### src/rtl/ex_alu_pipe_if.sv
// Request/result handshake bundle for the execute-stage ALU pipe.
// master drives requests and consumes results; slave is the ALU side.
interface ex_alu_pipe_if #(
    parameter int XLEN = 32
);
    logic            in_valid;
    logic            in_ready;
    logic [3:0]      in_op;
    logic [4:0]      in_rd;
    logic [XLEN-1:0] in_a;
    logic [XLEN-1:0] in_b;
    logic            out_valid;
    logic            out_ready;
    logic [4:0]      out_rd;
    logic [XLEN-1:0] out_data;
    logic            out_wen;

    modport master (
        output in_valid, in_op, in_rd, in_a, in_b, out_ready,
        input  in_ready, out_valid, out_rd, out_data, out_wen
    );

    modport slave (
        input  in_valid, in_op, in_rd, in_a, in_b, out_ready,
        output in_ready, out_valid, out_rd, out_data, out_wen
    );
endinterface

### src/rtl/ex_alu_pipe.sv
// Execute-stage integer ALU with a registered, ready/valid result slot.
// Define EX_ALU_ITER_SHIFT_EN to replace the barrel shifter with a 1-bit-per-clock shifter.
module ex_alu_pipe #(
    parameter int XLEN = 32,
    parameter int SHW  = $clog2(XLEN)
) (
    input  logic          clk,
    input  logic          rst,
    ex_alu_pipe_if.slave  bus
);

    typedef enum logic [1:0] {IDLE, BUSY, DONE} state_t;

    typedef enum logic [3:0] {
        OP_ADD   = 4'd0,
        OP_SUB   = 4'd1,
        OP_AND   = 4'd2,
        OP_OR    = 4'd3,
        OP_XOR   = 4'd4,
        OP_SLL   = 4'd5,
        OP_SLT   = 4'd6,
        OP_SLTU  = 4'd7,
        OP_SRA   = 4'd8,
        OP_SRL   = 4'd9,
        OP_PASSB = 4'd10
    } op_t;

    state_t state_q, state_d;
    logic   accept;
    logic   go_busy;
    logic   busy_done;

    function automatic logic [XLEN-1:0] alu_calc(input logic [3:0] op,
                                                 input logic [XLEN-1:0] a,
                                                 input logic [XLEN-1:0] b);
        logic [SHW-1:0] sh;
        sh = b[SHW-1:0];
        case (op)
            OP_ADD:   return a + b;
            OP_SUB:   return a - b;
            OP_AND:   return a & b;
            OP_OR:    return a | b;
            OP_XOR:   return a ^ b;
            OP_SLL:   return a << sh;
            OP_SLT:   return XLEN'($signed(a) < $signed(b));
            OP_SLTU:  return XLEN'(a < b);
            OP_SRA:   return XLEN'($signed(a) >>> sh);
            OP_SRL:   return a >> sh;
            OP_PASSB: return b;
            default:  return '0;
        endcase
    endfunction

`ifdef EX_ALU_ITER_SHIFT_EN
    logic [SHW-1:0] cnt_q, cnt_nxt, shamt_q;
    logic [3:0]     op_q;

    assign go_busy   = (bus.in_op == OP_SLL || bus.in_op == OP_SRA || bus.in_op == OP_SRL)
                       && (bus.in_b[SHW-1:0] != '0);
    assign cnt_nxt   = cnt_q + SHW'(1);
    assign busy_done = (cnt_nxt == shamt_q);
`else
    assign go_busy   = 1'b0;
    assign busy_done = 1'b1;
`endif

    // in_ready is forced low while reset is held, even though state already reads IDLE.
    always_comb begin
        // NOTE: default every combinational output first so no path infers a latch.
        bus.in_ready = 1'b0;
        case (state_q)
            IDLE:    bus.in_ready = 1'b1;
            DONE:    bus.in_ready = bus.out_ready;
            default: bus.in_ready = 1'b0;
        endcase
        if (rst) bus.in_ready = 1'b0;
    end

    assign accept        = bus.in_valid && bus.in_ready;
    assign bus.out_valid = (state_q == DONE);

    always_comb begin
        state_d = state_q;
        case (state_q)
            IDLE: if (accept) state_d = go_busy ? BUSY : DONE;
            BUSY: if (busy_done) state_d = DONE;
            DONE: begin
                if (accept)             state_d = go_busy ? BUSY : DONE;
                else if (bus.out_ready) state_d = IDLE;
            end
            default: state_d = IDLE;
        endcase
    end

    always_ff @(posedge clk or posedge rst) begin
        // NOTE: sequential state uses non-blocking assignments so every register samples pre-edge values.
        if (rst) state_q <= IDLE;
        else     state_q <= state_d;
    end

    // Result slot; in iterative mode out_data doubles as the shift working register while BUSY.
    always_ff @(posedge clk or posedge rst) begin
        if (rst) begin
            bus.out_rd   <= '0;
            bus.out_data <= '0;
            bus.out_wen  <= 1'b0;
`ifdef EX_ALU_ITER_SHIFT_EN
            cnt_q        <= '0;
            shamt_q      <= '0;
            op_q         <= '0;
`endif
        end else if (accept) begin
            bus.out_rd   <= bus.in_rd;
            bus.out_wen  <= (bus.in_op <= OP_PASSB) && (bus.in_rd != 5'd0);
            bus.out_data <= go_busy ? bus.in_a : alu_calc(bus.in_op, bus.in_a, bus.in_b);
`ifdef EX_ALU_ITER_SHIFT_EN
            cnt_q        <= '0;
            shamt_q      <= bus.in_b[SHW-1:0];
            op_q         <= bus.in_op;
`endif
        end
`ifdef EX_ALU_ITER_SHIFT_EN
        else if (state_q == BUSY) begin
            cnt_q <= cnt_nxt;
            case (op_q)
                OP_SLL:  bus.out_data <= {bus.out_data[XLEN-2:0], 1'b0};
                OP_SRA:  bus.out_data <= {bus.out_data[XLEN-1], bus.out_data[XLEN-1:1]};
                default: bus.out_data <= {1'b0, bus.out_data[XLEN-1:1]};
            endcase
        end
`endif
    end

endmodule
### src/flat_wrapper.sv
// flat-port wrapper written by rule: the top's interface ports become plain ports
module ex_alu_pipe_flat 
#(
    parameter int XLEN = 32,
    parameter int SHW  = $clog2(XLEN)
)
  (clk, rst, bus_in_valid, bus_in_op, bus_in_rd, bus_in_a, bus_in_b, bus_out_ready, bus_in_ready, bus_out_valid, bus_out_rd, bus_out_data, bus_out_wen);
  ex_alu_pipe_if #(.XLEN(XLEN)) bus_i ();
  input  logic clk;
  input  logic rst;
  input wire logic [$bits(bus_i.in_valid)-1:0] bus_in_valid;
  input wire logic [$bits(bus_i.in_op)-1:0] bus_in_op;
  input wire logic [$bits(bus_i.in_rd)-1:0] bus_in_rd;
  input wire logic [$bits(bus_i.in_a)-1:0] bus_in_a;
  input wire logic [$bits(bus_i.in_b)-1:0] bus_in_b;
  input wire logic [$bits(bus_i.out_ready)-1:0] bus_out_ready;
  output wire logic [$bits(bus_i.in_ready)-1:0] bus_in_ready;
  output wire logic [$bits(bus_i.out_valid)-1:0] bus_out_valid;
  output wire logic [$bits(bus_i.out_rd)-1:0] bus_out_rd;
  output wire logic [$bits(bus_i.out_data)-1:0] bus_out_data;
  output wire logic [$bits(bus_i.out_wen)-1:0] bus_out_wen;
  assign bus_i.in_valid = bus_in_valid;
  assign bus_i.in_op = bus_in_op;
  assign bus_i.in_rd = bus_in_rd;
  assign bus_i.in_a = bus_in_a;
  assign bus_i.in_b = bus_in_b;
  assign bus_i.out_ready = bus_out_ready;
  assign bus_in_ready = bus_i.in_ready;
  assign bus_out_valid = bus_i.out_valid;
  assign bus_out_rd = bus_i.out_rd;
  assign bus_out_data = bus_i.out_data;
  assign bus_out_wen = bus_i.out_wen;
  ex_alu_pipe #(.XLEN(XLEN), .SHW(SHW)) u_core (.clk(clk), .rst(rst), .bus(bus_i));
endmodule
### config.mk
export PLATFORM = sky130hd
export DESIGN_NAME = ex_alu_pipe_flat
export DESIGN_NICKNAME = d
export VERILOG_FILES = /design/src/rtl/ex_alu_pipe_if.sv /design/src/rtl/ex_alu_pipe.sv /design/src/flat_wrapper.sv
export SDC_FILE = /design/constraint.sdc
export NUM_CORES = 1
export LEC_CHECK = 0
export CAP_MARGIN = 20
export CORE_ASPECT_RATIO = 2
export CORE_MARGIN = 2
export CORE_UTILIZATION = 60
export CTS_BUF_LIST = sky130_fd_sc_hd__clkbuf_4
export DETAILED_ROUTE_END_ITERATION = 8
export PLACE_DENSITY_LB_ADDON = 0.3
export REMOVE_ABC_BUFFERS = 1
export SLEW_MARGIN = 20
export SYNTH_ARGS = -nofsm -noshare
export SYNTH_HDL_FRONTEND = slang
export SYNTH_SLANG_ARGS = --single-unit
### constraint.sdc
create_clock -name clk -period 2.75 [get_ports clk]
set_clock_uncertainty 0.15 [all_clocks]
set_input_delay 0.4125 -clock clk [delete_from_list [all_inputs] [get_ports clk]]
set_output_delay 0.4125 -clock clk [all_outputs]
set_load 0.1 [all_outputs]
==> metrics.yaml, run 1 <==
status: "stopped before the end"
haltStage: "global routing (5_1_grt)"
stop_error: "[ERROR GRT-0116] Global routing finished with congestion. Check the congestion regions in the DRC Viewer."
dpl.hpwl_um: 46600
ys_types: 90
synth_edf_count: 0
cts_buffer_depth: 2
muxShareOfSynthArea: 0.165
seq_area_frac_synth: 0.0931
grtUsageTotal: 0.991
synth_area_per_cell_sq_um: 7.30
synth_area_sq_um: 10500
pin_count: 117
grt_pass1_vias: 22568
cts_inserted_buffers: 5
synth_xor_area_frac: 0.0142
dieWidth_um: 97.5
synth-simple-area-share: 0.202
syn_inst: 1437
synth_fa_ha_area_frac: 0.120
placedCellCount: 2150
start_util: 0.610
netlist_top_cells_area: "ha_1 12%, dfrtp_1 9.3%, mux4_2 9.0%"
clockRootBuffer: "clkbuf_4"
synth_flop_cell: "dfrtp_1"
grt_pass1_wl_um: 146000
cts_hold_buf: 0
synth_area_leader_cell: "ha_1"
cts.sinks: 39
gp_congestion: 1.31
die_h_um: 191
num_rows: 68
synth_top_area_frac: 0.116
async_flop_share: 1.00
synth-seq-cells: 39
grt_start_max_net_pins: 64
cts_max_level: 2
portBuffers: 116
grt-ovfl-total: 1762
synth_top_family_by_area: "compound AO/OA/AOI/OAI gates"
ys_warn_count: 0
synth_compound_area_frac: 0.322
## metal layers
metal / GRT overflow / GRT usage
met2: 1412 / 1.36
met5: 1 / 0.288
met4: 313 / 1.09
met1: 17 / 0.875
met3: 19 / 0.691
## cell families after synthesis
| logic type | after synthesis |
|---|---|
| and+or+nand+nor | 456 |
| adders and majority gates | 99 |
| AOI/OAI and AO/OA | 500 |
| buffers and inverters | 210 |
| muxes | 116 |
| xor gates and xnor gates | 17 |
| DFF | 39 |
## Yosys cell counts, drive strengths merged, types with 15 or more instances
library cell,instances
a211oi,27
a21oi,122
a221oi,20
a22oi,16
a31oi,22
buf,40
clkbuf,70
dfrtp,39
ha,97
inv,98
mux2,31
mux2i,43
mux4,42
nand2,143
nand3,21
nor2,148
nor2b,19
nor3,30
nor4,18
o211ai,32
o21ai,100
o22ai,15
## timing repair
| item | in CTS |
|---|---|
| gates resized for setup | 294 |
| pin swaps | 75 |
| endpoints found under the hold margin | 0 |
| buffers inserted | 36 |
| cloned | 4 |
| endpoints found under the setup margin | 27 |
## metrics by stage
stage	utilization	cell area (sq um)	setup WS, ns	TNS (ns)
after CTS	0.963	16500	-0.278	-1.92
after detailed placement	0.880	15100	-1.55	-33.08
after floorplan	-	9970	-2.44	-72.31
after global placement	0.880	15100	-1.47	-29.50
==> run 2, diff against run 1 <==
CORE_ASPECT_RATIO = unset   (was 2)
CORE_UTILIZATION = 40   (was 60)
CTS_BUF_LIST = unset   (was sky130_fd_sc_hd__clkbuf_4)
PLACE_DENSITY_LB_ADDON = 0.15   (was 0.3)
==> metrics.yaml, run 2 <==
p_per_area_nw_per_um2: 336
min-delay-start: "u_core.bus.out_wen"
yosysMostFrequentCell: "nor2_1"
ir_drop_uv: 388
portBuffers: 116  # unchanged
cts_inserted_buffers: 5  # unchanged
post-place-ws_ns: -1.35  # +0.198 ns
arrival_ns: 3.21
clkLatencyLatePin_ns: 0.31
rsz0062_at_grt: "yes"
grt_start_max_net_pins: 58
netlist_top_cells_area: "ha_1 12%, dfrtp_1 9.3%, mux4_2 9.0%"
slew_headroom: 0.403
worstPathMaxFanout: 4
violations: "setup timing"
layout.nets: 2224
synth_edf_count: 0  # unchanged
synth_area_sq_um: 10500  # unchanged
n_fill_cell: 2117
via_per_inst: 6.29
grtUsageTotal: 0.407
cellLeakagePower_uw: 0.00814
via_count: 14986
dr.pass1.iters: 6
min_period_over_period: 1.13
synth_flop_cell: "dfrtp_1"
start_util: 0.405  # -0.205
reg_top3: "u_core.bus.out_data (32), u_core.bus.out_rd (5)"
num_rows: 59  # -13%
setup_ws_ns: -0.370
grt_pass1_vias: 14311
clockRootBuffer: "clkbuf_16"
post-route-min-period_ns: 3.12
largest-register: "u_core.bus.out_data"
final_common_cell: "buf_4"
synth_top_area_frac: 0.116  # unchanged
grt_pass1_wl_um: 86800
finalMaxSlewViolations: 0
n_antenna_cell: 0
synth-seq-cells: 39  # unchanged
critPathRequiredTime_ns: 2.84
critPathCaptureType: "register"
cts.sinks: 39  # unchanged
post-route-drc-count: 0
worstSetupStartpointType: "input port"
synth_area_leader_cell: "ha_1"
status: "finished with violations"
dpl.hpwl_um: 44800  # -3.8%
reg2reg_setup_slack_ns: 0.30
reg2reg_to: "u_core.bus.out_data[26]"
reg2reg_depth: 10
cts_hold_buf: 0  # unchanged
path_class: "input port to register"
grt-ovfl-total: 0
coreArea_sq_um: 25900
cts_buffer_depth: 2  # unchanged
gp_congestion: 0.993  # -24%
final_cell_mix: "568 x buf_4, 135 x nand2_1, 132 x nor2_1"
syn_to_final_growth_pct: 74.8
synth_area_per_cell_sq_um: 7.30  # unchanged
ys_types: 90  # unchanged
whs_path_depth: 2
layout-drive-gt1-share: 0.498
drt-initial-drc-count: 1715
hold_viol: 0
rr_startpoint: "u_core.state_q[1]"
hold_path_class: "register to register"
ys_warn_count: 0  # unchanged
clk_pin_slew_ns: 0.08
p_sw_frac: 0.500
largest_register_ffs: 32
p_sw_uw: 3080
ant_nets: 0
die_h_um: 166  # -13%
power.share.combinational: 0.734
cts_max_level: 2  # unchanged
tightestPinTransition_ns: 0.884
drt-total-wl_um: 60100
totalNegativeSetupSlack_ns: -4.15
holdPathEnd: "u_core.bus.out_wen"
syn_inst: 1437  # unchanged
setup_violations: 22
post_drt_wl_per_cell_um: 25.2
cts_tree: "built"
seqPwrFrac: 0.118
p_int_uw: 3080
maxCapViolCount: 0
ys_top_cells_by_count: "147 x nor2_1, 143 x nand2_1, 122 x a21oi_1"
pin_count: 117  # unchanged
seq_area_frac_synth: 0.0931  # unchanged
maxClockFrequency_ghz: 0.321
dieWidth_um: 166  # +70%
async_flop_share: 1.00  # unchanged
die_area_sq_um: 27500
clkPwrFrac: 0.147
grt_antenna_before_repair: 0
run 2: cell counts after synthesis:
Identical to the previous run, type by type.
run 2: per-layer routing:
metal  GRT usage  share of wire
met5           0              0
met4       0.202          0.067
met3      0.0708           0.10
met2       0.662           0.45
met1       0.521           0.38
run 2: cell families (layout without fill, tap and decap cells):
family | after synthesis | count (layout) | synth area share
xor gates and xnor gates | 17 | 17 | 0.0142
muxes | 116 | 116 | 0.165
buffers and inverters | 210 | 822 | 0.0846
adders and majority gates | 99 | 99 | 0.120
AOI/OAI and AO/OA | 500 | 500 | 0.322
and+or+nand+nor | 456 | 456 | 0.202
DFF | 39 | 39 | 0.0931
run 2: metrics by stage:
stage	cells	instance area, sq um	power, uW	hold slack (ns)	utilization
finish	2384	18300	6160	0.333	0.708
global route	2384	18300	6360	0.360	0.708
CTS	2342	17200	5760	0.342	0.664
detailed placement	2295	15400	4480	0.322	0.596
global placement	2295	15400	4460	0.313	0.596
floorplan	1327	9970	2730	0.413	-
run 2: worst max path at each step:
stage	depth (start not counted)	end	from	slack (ns)
after global placement	13	u_core.bus.out_data[26]	bus_in_a[0]	-1.33
after floorplan	9	u_core.bus.out_data[26]	u_core.state_q[1]	-2.44
after global routing	13	u_core.bus.out_data[31]	bus_in_b[1]	-0.44
after detailed placement	13	u_core.bus.out_data[26]	bus_in_a[0]	-1.35
final	13	u_core.bus.out_data[31]	bus_in_b[1]	-0.37
after CTS	13	u_core.bus.out_data[31]	bus_in_b[0]	-0.33
run 2: what timing repair did:
action,4_1_cts,5_1_grt
gates resized for setup,380,193
pin swaps,84,111
buffers inserted,40,45
endpoints found under the setup margin,32,32
gates cloned,1,4
run 2: cell type report:
| type | instances | area (sq um) | share of cell area |
|---|---|---|---|
| clock inverters | 3 | 71.3 | 0.00389 |
| repair buffers | 714 | 5990 | 0.327 |
| well taps | 335 | 419 | 0.0229 |
| inverters | 100 | 417 | 0.0227 |
| clock buffers | 5 | 125 | 0.00682 |
| multi-input cells | 1188 | 10300 | 0.564 |
| flip-flops and latches | 39 | 976 | 0.0532 |
run 2: power by group through the flow:
| stage | registers [uW] | logic (uW) | clock network [uW] |
|---|---|---|---|
| 2_1_floorplan | 1420 | 1310 | 0 |
| 3_3_place_gp | 738 | 3720 | 0 |
| 3_5_place_dp | 740 | 3740 | 0 |
| 4_1_cts | 730 | 4130 | 899 |
| 5_1_grt | 741 | 4710 | 914 |
| 6_report | 729 | 4520 | 908 |
run 2: worst max-delay path, cell delays in order:
cell	delay [ns]
buf_12	0.11
clkinv_8	0.05
ha_4	0.24
nor2_4	0.15
o311ai_4	0.12
a2111o_1	0.52
a211o_4	0.39
o211ai_4	0.19
buf_12	0.15
a31oi_4	0.07
o311ai_2	0.25
or3b_1	0.38
a31oi_1	0.16
Power figures use the tool's default switching activity.
==> run 3, diff against run 2 <==
SKIP_CTS_REPAIR_TIMING = 1   (was unset)
==> metrics.yaml, run 3 (synthesis gave the netlist of run 2 again) <==
status: "finished with violations"
violations: "setup timing"
grt-ovfl-total: 0  # unchanged
syn_to_final_growth_pct: 67.4
final_cell_mix: "560 x buf_4, 141 x nand2_1, 137 x nor2_1"
arrival_ns: 3.28  # +0.07 ns
grtUsageTotal: 0.385  # -0.0223
cts.sinks: 39  # unchanged
grt_antenna_before_repair: 0  # unchanged
cts_buffer_depth: 2  # unchanged
grt_start_max_net_pins: 58  # unchanged
ant_nets: 0  # unchanged
start_util: 0.405  # unchanged
gp_congestion: 0.993  # unchanged
clkLatencyLatePin_ns: 0.31  # about the same
critPathCaptureType: "register"
portBuffers: 116  # unchanged
dieWidth_um: 166  # unchanged
largest-register: "u_core.bus.out_data"
die_area_sq_um: 27500  # unchanged
drt-total-wl_um: 57900  # -3.7%
maxClockFrequency_ghz: 0.314  # -2.2%
whs_path_depth: 2  # unchanged
post-route-drc-count: 0  # unchanged
tightestPinTransition_ns: 0.867  # -0.0169 ns
dr_wl_met2_um: 25900  # -4.2%
layout-drive-gt1-share: 0.451  # -0.0468
grt_pass1_vias: 13577  # -5.1%
drt-initial-drc-count: 1749  # +2.0%
num_rows: 59  # unchanged
cts_tree: "built"
wirelength_met1_um: 23100  # +0.80%
dr.pass1.iters: 5  # -1
reg_top3: "u_core.bus.out_data (32), u_core.bus.out_rd (5)"
maxCapViolCount: 0  # unchanged
worstSetupStartpointType: "input port"
clk_pin_slew_ns: 0.08  # about the same
post_drt_wl_per_cell_um: 24.7  # -2.1%
cts_inserted_buffers: 5  # unchanged
setup_violations: 22  # unchanged
coreArea_sq_um: 25900  # unchanged
hold_path_class: "register to register"
fin_hold_ws_ns: 0.332  # -0.000453 ns
layout.nets: 2184  # -1.8%
rsz0062_at_grt: "yes"
ir_drop_uv: 391  # +0.70%
n_fill_cell: 2228  # +5.2%
fin_util: 0.677  # -0.0302
top_layer: "met4"
die_h_um: 166  # unchanged
reg2reg_depth: 10  # unchanged
min_period_over_period: 1.16  # +0.0252
dpl.hpwl_um: 44800  # unchanged
via_count: 14632  # -2.4%
n_antenna_cell: 0  # unchanged
critPathRequiredTime_ns: 2.84  # about the same
instances_no_fill: 2344  # -1.7%
clockRootBuffer: "clkbuf_16"
post-route-min-period_ns: 3.19  # +0.0693 ns
slew_headroom: 0.414  # +0.0114
hold_viol: 0  # unchanged
setup_ws_ns: -0.439  # -0.0693 ns
cts_max_level: 2  # unchanged
largest_register_ffs: 32  # unchanged
path_class: "input port to register"
wl_met3_um: 5280  # -13%
worstPathMaxFanout: 4  # unchanged
placedCellCount: 2295  # unchanged
grt_pass1_wl_um: 82000  # -5.6%
final_common_cell: "buf_4"
fin_total_pwr_uw: 5920  # -3.9%
finalMaxSlewViolations: 0  # unchanged
pin_count: 117  # unchanged
cellLeakagePower_uw: 0.00812  # -0.33%
via_per_inst: 6.24  # -0.70%
totalNegativeSetupSlack_ns: -4.72  # -0.574 ns
p_per_area_nw_per_um2: 337  # +0.38%
-- run 3: cell count changes in the layout (fill, tap and decap cells not counted), sizes merged, moves of 2 or more --
cell / previous run / this run
dlygate4sd2: 25 / 0
dlymetal6s2s: 7 / 44
clkinvlp: 1 / 3
clkdlybuf4s15: 11 / 0
clkdlybuf4s50: 18 / 22
buf: 648 / 604
-- run 3: path summary, 6_finish.rpt --
check	from	to	slack, ns
worst min-delay path	u_core.bus.out_wen	u_core.bus.out_wen	0.33
worst min register to register	u_core.bus.out_wen	u_core.bus.out_wen	0.33
max in group asynchronous	rst	u_core.bus.out_data[14]	1.46
min in group asynchronous	rst	u_core.state_q[1]	0.42
worst max register to register	u_core.state_q[1]	u_core.bus.out_data[28]	0.29
worst max-delay path	bus_in_a[3]	u_core.bus.out_data[31]	-0.44
-- run 3: critical path: stages --
cell	delay, ns
dlymetal6s2s_1	0.16
inv_1	0.10
ha_4	0.27
inv_4	0.07
o311ai_4	0.11
a2111o_1	0.51
a211o_4	0.40
o211ai_4	0.21
buf_12	0.15
a31oi_4	0.08
o311ai_2	0.31
or3b_1	0.37
a31oi_1	0.12
-- run 3: metrics by stage --
step	cell area, sq um	setup WS, ns
after floorplan	9970	-2.44
after global placement	15400	-1.33
after detailed placement	15400	-1.35
after CTS	15600	-1.05
after global routing	17600	-0.524
final	17600	-0.439
-- run 3: final cells by class --
cell class                      instances  area [sq um]  area share
Multi-Input combinational cell       1188          9870       0.562
Timing Repair Buffer                  674          5700       0.325
Sequential cell                        39           976      0.0556
Tap cell                              335           419      0.0239
Inverter                              100           394      0.0225
Clock buffer                            5           125     0.00713
Clock inverter                          3          71.3     0.00406
-- run 3: where the power goes --
part / leakage, uW / internal, uW / switching [uW]
Clock: 0.0000959 / 531 / 373
Combinational: 0.00752 / 1760 / 2520
Sequential: 0.000504 / 667 / 62.4
Total: 0.00812 / 2960 / 2960
-- run 3: routing by layer --
layer | GRT usage | up-vias
li1 | - | 6519
met1 | 0.499 | 7015
met2 | 0.621 | 875
met3 | 0.0722 | 223
met4 | 0.175 | 0
met5 | 0 | -
==> run 4, diff against run 3 <==
CAP_MARGIN = 5   (was 20)
==> results of run 4 <==
Final layout, timing and power as in run 3 (identical DEF).
